===== config.mk =====
export PLATFORM = sky130hd
export DESIGN_NAME = ifetch_unit
export DESIGN_NICKNAME = d
export VERILOG_FILES = /design/src/rtl/tinymips_pkg.sv /design/src/rtl/ifetch_assemble.sv /design/src/rtl/ifetch_unit.sv
export SDC_FILE = /design/constraint.sdc
export NUM_CORES = 1
export LEC_CHECK = 0
export CORE_UTILIZATION = 62
export DETAILED_ROUTE_END_ITERATION = 6
export DONT_BUFFER_PORTS = 1
export GPL_TIMING_DRIVEN = 0
export PLACE_DENSITY = 0.81
export RECOVER_POWER = 100
export SYNTH_ARGS = -nofsm -noshare
export SYNTH_HDL_FRONTEND = slang
export SYNTH_HIERARCHICAL = 1
export SYNTH_SLANG_ARGS = --single-unit

===== constraint.sdc =====
create_clock -name clk -period 2.8 [get_ports clk]
set_input_delay 0.42 -clock clk [delete_from_list [all_inputs] [get_ports clk]]
set_output_delay 0.42 -clock clk [all_outputs]
set_load 0.01 [all_outputs]

===== src/rtl/tinymips_pkg.sv =====
// Shared TinyMIPS fetch-path definitions: fetch FSM encoding, default instruction
// width and performance counter width (counters exist only with IFETCH_PERF_EN).
package tinymips_pkg;

    typedef enum logic [1:0] {
        IDLE  = 2'b00,
        FETCH = 2'b01,
        HOLD  = 2'b10
    } ifetch_state_e;

    localparam int INSTRW_DEFAULT = 32;
    localparam int PERF_W         = 16;

    // Saturating increment: the counters stick at all-ones instead of wrapping.
    function automatic logic [PERF_W-1:0] sat_inc(input logic [PERF_W-1:0] v);
        return (&v) ? v : v + PERF_W'(1);
    endfunction

endpackage


===== src/rtl/ifetch_assemble.sv =====
// Instruction assembly register: writes one WIDTH-bit lane per accepted beat,
// first beat into the MSBs (big-endian), with a synchronous clear.
module ifetch_assemble
    import tinymips_pkg::*;
#(
    parameter  int WIDTH  = 8,
    parameter  int INSTRW = INSTRW_DEFAULT,
    localparam int BEATS  = INSTRW / WIDTH,
    localparam int BW     = (BEATS > 1) ? $clog2(BEATS) : 1
) (
    input  logic              clk,
    input  logic              rst_n,
    input  logic              clear_i,
    input  logic              we_i,
    input  logic [BW-1:0]     beat_i,
    input  logic [WIDTH-1:0]  data_i,
    output logic [INSTRW-1:0] word_o
);

    logic [INSTRW-1:0] word_q;

    // NOTE: the assembly register is reset like any other state here, because the
    // instruction output must read zero out of reset and after an aborted fetch.
    always_ff @(posedge clk or negedge rst_n) begin
        if (!rst_n) begin
            word_q <= '0;
        end else if (clear_i) begin
            word_q <= '0;
        end else if (we_i) begin
            word_q[(BEATS - 1 - int'(beat_i)) * WIDTH +: WIDTH] <= data_i;
        end
    end

    assign word_o = word_q;

endmodule


===== src/rtl/ifetch_unit.sv =====
// TinyMIPS multicycle instruction fetch: issues WIDTH-bit read beats, assembles an
// INSTRW-bit instruction and offers it on a valid/ready handshake. Optional
// performance counters are built when IFETCH_PERF_EN is defined.
module ifetch_unit
    import tinymips_pkg::*;
#(
    parameter int               WIDTH    = 8,
    parameter int               ADDRW    = 8,
    parameter int               INSTRW   = INSTRW_DEFAULT,
    parameter logic [ADDRW-1:0] RESET_PC = '0
) (
    input  logic              clk,
    input  logic              reset,
    output logic              mem_req,
    output logic [ADDRW-1:0]  mem_adr,
    input  logic              mem_ack,
    input  logic [WIDTH-1:0]  mem_rdata,
    input  logic              redirect_valid,
    input  logic [ADDRW-1:0]  redirect_pc,
    output logic              instr_valid,
    input  logic              instr_ready,
    output logic [INSTRW-1:0] instr,
    output logic [ADDRW-1:0]  instr_pc,
    output logic              busy
`ifdef IFETCH_PERF_EN
    ,
    output logic [PERF_W-1:0] perf_fetches,
    output logic [PERF_W-1:0] perf_stalls
`endif
);

    localparam int BEATS = INSTRW / WIDTH;
    localparam int BW    = (BEATS > 1) ? $clog2(BEATS) : 1;

    ifetch_state_e    state_q, state_d;
    logic [ADDRW-1:0] pc_q, pc_d;
    logic [BW-1:0]    beat_q, beat_d;
    logic             asm_we, asm_clear;
    logic             last_beat;

    assign last_beat = (beat_q == BW'(BEATS - 1));

    // NOTE: sequential state uses non-blocking assignments so every register
    // samples the pre-edge values regardless of process ordering.
    always_ff @(posedge clk or negedge reset) begin
        if (!reset) begin
            state_q <= IDLE;
            pc_q    <= RESET_PC;
            beat_q  <= '0;
        end else begin
            state_q <= state_d;
            pc_q    <= pc_d;
            beat_q  <= beat_d;
        end
    end

    // NOTE: every signal written here gets a default first so no path infers a latch.
    always_comb begin
        state_d   = state_q;
        pc_d      = pc_q;
        beat_d    = beat_q;
        asm_we    = 1'b0;
        asm_clear = 1'b0;

        unique case (state_q)
            IDLE: state_d = FETCH;
            FETCH: begin
                if (mem_ack) begin
                    asm_we = 1'b1;
                    if (last_beat) begin
                        beat_d  = '0;
                        state_d = HOLD;
                    end else begin
                        beat_d = beat_q + BW'(1);
                    end
                end
            end
            HOLD: begin
                if (instr_ready) begin
                    pc_d    = pc_q + ADDRW'(BEATS);
                    state_d = FETCH;
                end
            end
            default: state_d = IDLE;
        endcase

        // Redirect overrides everything, including a same-cycle ack or handshake.
        if (redirect_valid) begin
            pc_d      = redirect_pc;
            beat_d    = '0;
            state_d   = FETCH;
            asm_we    = 1'b0;
            asm_clear = 1'b1;
        end
    end

    ifetch_assemble #(
        .WIDTH  (WIDTH),
        .INSTRW (INSTRW)
    ) u_assemble (
        .clk     (clk),
        .rst_n   (reset),
        .clear_i (asm_clear),
        .we_i    (asm_we),
        .beat_i  (beat_q),
        .data_i  (mem_rdata),
        .word_o  (instr)
    );

    assign mem_req     = (state_q == FETCH);
    assign busy        = (state_q == FETCH);
    assign instr_valid = (state_q == HOLD);
    assign mem_adr     = pc_q + ADDRW'(beat_q);
    assign instr_pc    = pc_q;

`ifdef IFETCH_PERF_EN
    logic [PERF_W-1:0] fetches_q, stalls_q;

    always_ff @(posedge clk or negedge reset) begin
        if (!reset) begin
            fetches_q <= '0;
            stalls_q  <= '0;
        end else begin
            if (instr_valid && instr_ready) fetches_q <= sat_inc(fetches_q);
            if (state_q == FETCH && !mem_ack) stalls_q <= sat_inc(stalls_q);
        end
    end

    assign perf_fetches = fetches_q;
    assign perf_stalls  = stalls_q;
`endif

endmodule


# Yosys cells after proc, flatten, opt, wreduce, memory -nomap -nowiden
# Index checks and enable logic that the tools add are counted.
dict set report totals {
  latch_bits 0
  mem_bits_rw 0
  memories 0
  register_bits 44
  rom_bits 0
}
dict set report classes {
  n_reduce_logical 9
  shift 2
  n_addsub 5
  div_mod_pow 0
  multipliers 0
  n_bitwise 0
  muxes 19
  n_eq_ne 6
  magnitude_cmp 0
}
# cell count
set ops {}
lappend ops {{32-bit 2-to-1 mux} 2}
lappend ops {{32-bit negator with 33-bit output} 1}
lappend ops {{8-bit by 33-bit variable shift with 32-bit output, first input constant} 1}
lappend ops {{8-bit by 33-bit variable part select with 32-bit output} 1}
lappend ops {{32-bit bitwise mux} 1}
lappend ops {{8-bit 2-to-1 mux} 3}
lappend ops {{2-bit 2-to-1 mux} 8}
lappend ops {{2-bit nonzero test} 5}
lappend ops {{8-bit by 2-bit adder with 8-bit output} 1}
lappend ops {{8-bit by 3-bit adder with 8-bit output, second input constant} 1}
lappend ops {{3-bit by 2-bit != test with 1-bit output, second input constant} 2}
lappend ops {{2-bit one-hot mux with 3 select lines} 1}
lappend ops {{2-bit == test, second input constant} 2}
lappend ops {{1-bit 2-to-1 mux} 4}
lappend ops {{2-bit AND reduction} 2}
lappend ops {{3-bit != test, second input constant} 1}
lappend ops {{3-bit AND reduction} 1}
lappend ops {{2-bit by 2-bit subtractor with 3-bit output, first input constant} 1}
lappend ops {{2-bit by 1-bit adder with 2-bit output, second input constant} 1}
lappend ops {{2-bit by 1-bit == test with 1-bit output, second input constant} 1}
lappend ops {{2-bit logical NOT} 1}

# Longest topological paths before layout
# Gate-level depths: netlist (run 1).
dict set report depth {
  depth_word 6
  mapped_depth 7
  ltp_nobuf 4
}

# Hierarchy
# Netlist (run 1), hierarchy kept.
# mod cells_per_inst area_per_inst_um2 n_inst
set modules_own_cells {}
lappend modules_own_cells {ifetch_assemble 134 1539.0 1}
lappend modules_own_cells {ifetch_unit 80 769.5 1}

# Worst setup path before layout (run 1)
# No wires, ideal clock.
dict set report synth_timing {
  path_type {flip-flop to flip-flop}
  from {reg beat_q[0]}
  to {reg u_assemble.word_q[24] (netlist: u_assemble/word_o[24])}
  path_slack_ns 0.856
  required_time_ns 2.704
  setup_ns 0.096
  stages_incl_launch_ff 7
  arrival_ns 1.848
  path_cell_list {dfrtp_1 buf_2 inv_1 ha_1 or2_2 clkbuf_1 o32ai_2}
}
dict set report synth_via {
  elab_chain_cells 6
  word_cells_on_any_way 7
  cone_classes {add/sub: 2; shift: 2; mux: 3}
}
# item line_no
set synth_lines {}
lappend synth_lines {{start: declaration} ifetch_unit.sv:37} ;# logic [BW-1:0] beat_q, beat_d;
lappend synth_lines {{start signal: assignment} ifetch_unit.sv:53} ;# beat_q <= beat_d;
lappend synth_lines {{2-bit by 2-bit subtractor with 3-bit output *} ifetch_assemble.sv:30} ;# word_q[(BEATS - 1 - int'(beat_i)) * WIDTH +: WIDTH] <= data_i;
lappend synth_lines {{32-bit negator with 33-bit output *} ifetch_assemble.sv:30}
lappend synth_lines {{8-bit by 33-bit variable part select with 32-bit output or 8-bit by 33-bit variable shift with 32-bit output (tied branches)} ifetch_assemble.sv:30}
lappend synth_lines {{32-bit bitwise mux *} ifetch_assemble.sv:30}
lappend synth_lines {{32-bit 2-to-1 mux *} ifetch_assemble.sv:29} ;# end else if (we_i) begin
lappend synth_lines {{32-bit 2-to-1 mux *} ifetch_assemble.sv:27} ;# end else if (clear_i) begin
lappend synth_lines {{end signal: indexed assignment} ifetch_assemble.sv:30}
lappend synth_lines {{end: declaration} ifetch_assemble.sv:20} ;# logic [INSTRW-1:0] word_q;
# Mark *: on every way between the ends. The rest lies on a longest branch, timed or not. The select of a mux whose other input is x is not followed.
# A chain may end at the register's enable or synchronous reset.

# Worst setup path after layout (run 1)
dict set report layout_timing {
  from {reg beat_q[0]}
  to {reg u_assemble.word_q[29] (netlist: u_assemble/word_o[29])}
}
# Same word-level chain as after synthesis.

==> impl_metrics.ini, run 1 <==
[global_routing]
grt_usage = 0.273
grt_remaining_overflow = 0
grt_max_degree = 45
grt_pass1_wl_um = 8460
grt_pass1_vias = 1824
antenna_found_initial = 0

[synthesis]
yosysUniqueCellTypes = 41
synthFlopType = dfrtp_1
synth_edf_count = 0
async_flop_share = 1.00
syn-cell-area_mm2 = 0.00231
synth_simple_gate_area_frac = 0.149
synth-seq-area-share = 0.477
synth_compound_gate_area_share = 0.194
synth_adder_area_share = 0.0575
synth_top_family_by_area = compound AO/OA/AOI/OAI gates
synth_mux_area_frac = 0.0228
synth.avg_cell_area_um2 = 10.8
yosys_register_bits = 44
synth_warnings = 6
syn_inst = 214
syn_nets = 245
synthXorXnorAreaFrac = 0.0304

[worst_setup_path]
required_ns = 2.98
critPathLaunchType = flip-flop
worstRegToRegCells = 6
reg2reg_from = beat_q[0]
crit_type = flip-flop to flip-flop
cp_max_fo = 11
cp-end-kind = flip-flop
crit_arrival_ns = 2.56
reg2reg_slack_ns = 0.42
crit-reg2reg-capture = u_assemble/word_o[29]

[pwr]
power_mw = 1.23
pwr_density_cell_mw_per_mm2 = 508
ir_drop_mv = 0.253
p_leak_nw = 1.02

[cells_and_area]
final_common_cell = dfrtp_1
utilization = 0.701
mostFrequentLayoutCells = 44 x dfrtp_1, 25 x nand2_1, 19 x inv_1
nNetsFinal = 254
antenna_cells = 0
final_layout_size_suffix_gt1_frac = 0.0717
n_fill_cell = 273
syn_to_final_growth_pct = 4.55

[sta]
layout_setup_ws_ns = 0.417
finalSetupViolations = 0
hold_violations = 0
setup_tns_ns = 0
fin_skew_ns = 0.00391
post-route-period-util = 0.851
tightest_slew_ns = 0.647
slew_violations = 0
slew_headroom = 0.569
timing.fmax_ghz = 0.420
fin_crit_ns = 2.38
rsz0062_at_grt = false

[detailed_routing]
postRouteWirelength_um = 4940
vias = 1742
dr.pass1.iters = 4
drt-wirelength-per-cell_um = 18.4
drt_iter0_markers = 111
antenna_left = 0
drt-vias-per-instance = 6.48
drc = 0

[hold_path]
hold_path_class = primary input to flip-flop
hold_end = instr_pc[4]
holdCritStartpoint = redirect_pc[4]
whs_path_depth = 2

[clock_network]
clkLatencyLatePin_ns = 0.29
cts_tree = yes
clk_pin_slew_ns = 0.08
htree_levels = 2
post-cts-setup-buffers = 0
cts_resized = 0
root_buffer = clkbuf_8
cts_made_buffers = 5
cts.path.max_buffers = 2
clock-sinks = 44

[placement]
place_hpwl_um = 3630
io_buffer_count = 0
finalWeightedCongestion = 0.862
place_ws_ns = 0.588

[floorplanning]
die_area_mm2 = 0.00397
die_width_um = 63.0
rows = 21
ios = 72
die_y_um = 63.0
coreArea_mm2 = 0.00344
start_util = 0.671

[run_status]
run_status = finished clean

[run]
cap_viol_max_count = 0
[cell families after synthesis]
family | Yosys count
XOR/XNOR | 8
buffers and inverters | 35
AO/OA/AOI/OAI | 48
AND/OR/NAND/NOR | 64
multiplexers | 5
flip-flops | 44
adder cells (fa/ha/maj) | 10
[timing repair]
action                     4_1_cts  5_1_grt
hold buffers                     2        0
hold endpoints to repair        44        0
setup endpoints to repair        0        0
[sequential cells by signal, summed over array words and instances (netlist names)]
| name | cells |
|---|---|
| state_q | 2 |
| instr_pc | 8 |
| u_assemble/word_o | 32 |
| beat_q | 2 |
[layer usage]
| layer | share of wire | track usage |
|---|---|---|
| met5 | 0 | 0 |
| met4 | 0.019 | 0.0901 |
| met3 | 0.080 | 0.0620 |
| met2 | 0.51 | 0.484 |
| met1 | 0.39 | 0.323 |
[through the flow]
step	cell area (um^2)	instances	hold slack [ns]
global placement	2370	260	0.125
finish	2410	269	0.260
floorplan	2310	214	0.124
detailed placement	2370	260	0.125
CTS	2470	269	0.259
global route	2410	269	0.267
[cells in the mapped netlist (4+ instances only)]
cell type,number,share of area
dfrtp_1,44,0.48
nand2_1,25,0.041
inv_1,19,0.031
nand3_1,11,0.024
ha_1,9,0.049
a32o_1,8,0.035
o2bb2ai_1,8,0.030
o32ai_2,8,0.056
o32ai_1,7,0.027
clkbuf_1,6,0.0098
nor2_1,5,0.0081
o21ai_0,5,0.011
xnor2_1,5,0.019
a21o_1,4,0.013
[power by group]
part | internal [mW] | switching (mW) | total [mW] | leakage (nW)
Combinational | 0.0625 | 0.111 | 0.173 | 0.386
Sequential | 0.654 | 0.0341 | 0.688 | 0.590
Clock | 0.170 | 0.195 | 0.365 | 0.0410
[final cells by class]
cell class,instances,area [um^2],area share
buffer,16,82.6,0.0342
clock buffer,6,72.6,0.0301
clock inverter,1,5.00,0.00207
inverter,19,71.3,0.0295
multi-input combinational,135,993,0.412
sequential,44,1100,0.456
tap,46,57.6,0.0238
timing repair buffer,2,30.0,0.0124
[critical path: stages (launching register included)]
cell and delay, ns:
dfrtp_1 0.54, clkbuf_1 0.36, inv_1 0.14, ha_1 0.37, or2_2 0.31, clkbuf_1 0.20
o32ai_1 0.35
[worst max path at each step]
| stage | to | from | slack [ns] |
|---|---|---|---|
| after floorplan | u_assemble/word_o[24] | beat_q[0] | 0.86 |
| after global placement | u_assemble/word_o[31] | beat_q[0] | 0.68 |
| after global routing | u_assemble/word_o[29] | beat_q[0] | 0.22 |
| after detailed placement | u_assemble/word_o[29] | beat_q[0] | 0.59 |
| final | u_assemble/word_o[29] | beat_q[0] | 0.42 |
| after CTS | u_assemble/word_o[29] | beat_q[0] | 0.55 |
(Power assumes the default switching activity.)
==> run 2: changes to the inputs <==
--- a/config.mk
+++ b/config.mk
@@ -5,12 +5,12 @@
 export SDC_FILE = /design/constraint.sdc
 export NUM_CORES = 1
 export LEC_CHECK = 0
-export CORE_UTILIZATION = 62
+export CAP_MARGIN = 40
+export CORE_UTILIZATION = 56
 export DETAILED_ROUTE_END_ITERATION = 6
 export DONT_BUFFER_PORTS = 1
 export GPL_TIMING_DRIVEN = 0
-export PLACE_DENSITY = 0.81
-export RECOVER_POWER = 100
+export PLACE_DENSITY = 0.77
 export SYNTH_ARGS = -nofsm -noshare
 export SYNTH_HDL_FRONTEND = slang
 export SYNTH_HIERARCHICAL = 1
==> constraint.sdc (replaced) <==
create_clock -name clk -period 2 [get_ports clk]
set_input_delay 0.3 -clock clk [delete_from_list [all_inputs] [get_ports clk]]
set_output_delay 0.3 -clock clk [all_outputs]
set_load 0.01 [all_outputs]
==> impl_metrics.ini, run 2 (synthesis results as in run 1) <==
[floorplanning]
ios = 72
coreArea_mm2 = 0.00380
die_y_um = 66.2
rows = 22
die_width_um = 66.2
die_area_mm2 = 0.00438
start_util = 0.608

[cells_and_area]
final_common_cell = dfrtp_1
syn_to_final_growth_pct = 11.7
antenna_cells = 0
nNetsFinal = 259
stdcell_count = 277
utilization = 0.679
mostFrequentLayoutCells = 41 x dfrtp_1, 25 x nand2_1, 19 x inv_1
largest_reg_flops = 32
final_layout_size_suffix_gt1_frac = 0.188

[worst_setup_path]
critPathLaunchType = flip-flop
cp-end-kind = primary output
crit_arrival_ns = 1.65
crit_type = flip-flop to primary output
required_ns = 1.70
cp_max_fo = 4

[clock_network]
cts_tree = yes
cts_made_buffers = 5
clk_pin_slew_ns = 0.07
root_buffer = clkbuf_8
clkLatencyLatePin_ns = 0.29
cts.path.max_buffers = 2
htree_levels = 2
clock-sinks = 44

[placement]
io_buffer_count = 0
finalWeightedCongestion = 0.918
placedCellCount = 262
place_ws_ns = -0.239
place_hpwl_um = 3900

[sta]
fin_skew_ns = 0.00647
setup_tns_ns = 0
post-route-period-util = 0.973
slew_violations = 0
timing.fmax_ghz = 0.514
finalSetupViolations = 0
hold_violations = 0
slew_headroom = 0.592
rsz0062_at_grt = true
tightest_slew_ns = 0.612
layout_setup_ws_ns = 0.0544
fin_crit_ns = 1.95

[detailed_routing]
postRouteWirelength_um = 5630
drc = 0
antenna_left = 0
drt-vias-per-instance = 6.35
drt-wirelength-per-cell_um = 20.3
vias = 1759
drt_iter0_markers = 110
dr.pass1.iters = 4

[global_routing]
grt_pass1_wl_um = 8490
antenna_found_initial = 0
grt_usage = 0.268
grt_pass1_vias = 1727
grt_max_degree = 45
grt_remaining_overflow = 0

[run]
cap_viol_max_count = 0

[hold_path]
hold_path_class = primary input to flip-flop

[pwr]
ir_drop_mv = 0.486
pwr_density_cell_mw_per_mm2 = 706
p_leak_nw = 1.09

[run_status]
run_status = finished clean
-- run 2: critical path: stages, from the launching register on --
cell and delay, ns:
dfrtp_2 0.47, ha_4 0.28, a21o_1 0.16, nor3b_4 0.24, xor2_2 0.20
-- run 2: per-layer routing --
metal	wire, um	GRT usage	vias up
met5	0	0	-
met4	72	0.0957	0
met3	523	0.0931	12
met2	2800	0.432	82
met1	2230	0.332	872
li1	-	-	793
-- run 2: area by class of cell --
type | instances | area (um^2)
clock buffer | 8 | 90.1
sequential | 44 | 1100
timing repair buffer | 8 | 75.1
inverter | 19 | 71.3
buffer | 15 | 86.3
tap | 48 | 60.1
fill | 281 | 1220
multi-input combinational | 135 | 1090
-- run 2: power by group --
group | internal [mW] | switching (mW) | leakage, nW
clock network | 0.282 | 0.288 | 0.0455
logic | 0.109 | 0.176 | 0.461
registers | 0.916 | 0.0486 | 0.586
-- run 2: per-stage QoR --
step	total power [mW]	area, um^2	hold WS (ns)
CTS	1.82	2550	0.122
finish	1.82	2580	0.131
global placement	1.20	2370	0.00520
global route	1.90	2580	0.125
detailed placement	1.22	2370	0.00525
floorplan	1.16	2310	0.00441
-- run 2: final timing paths --
check                                       from                    end  slack, ns  cells past startpoint
min in group asynchronous                  reset            instr_pc[4]       0.46                      2
hold reg to reg            u_assemble/word_o[23]  u_assemble/word_o[23]       0.57                      1
setup / recovery                     instr_pc[1]             mem_adr[7]       0.05                      4
setup reg to reg                      state_q[1]  u_assemble/word_o[26]       0.13                      6
max in group asynchronous                  reset            instr_pc[1]       1.32                      2
hold / removal                    redirect_pc[2]            instr_pc[2]       0.13                      2
-- run 2: repair_timing --
item	4_1_cts	5_1_grt
pin swaps	1	2
gates resized for setup	7	4
setup buffers	4	2
hold buffers	2	0
endpoints found under the setup margin	15	13
endpoints found under the hold margin	44	0
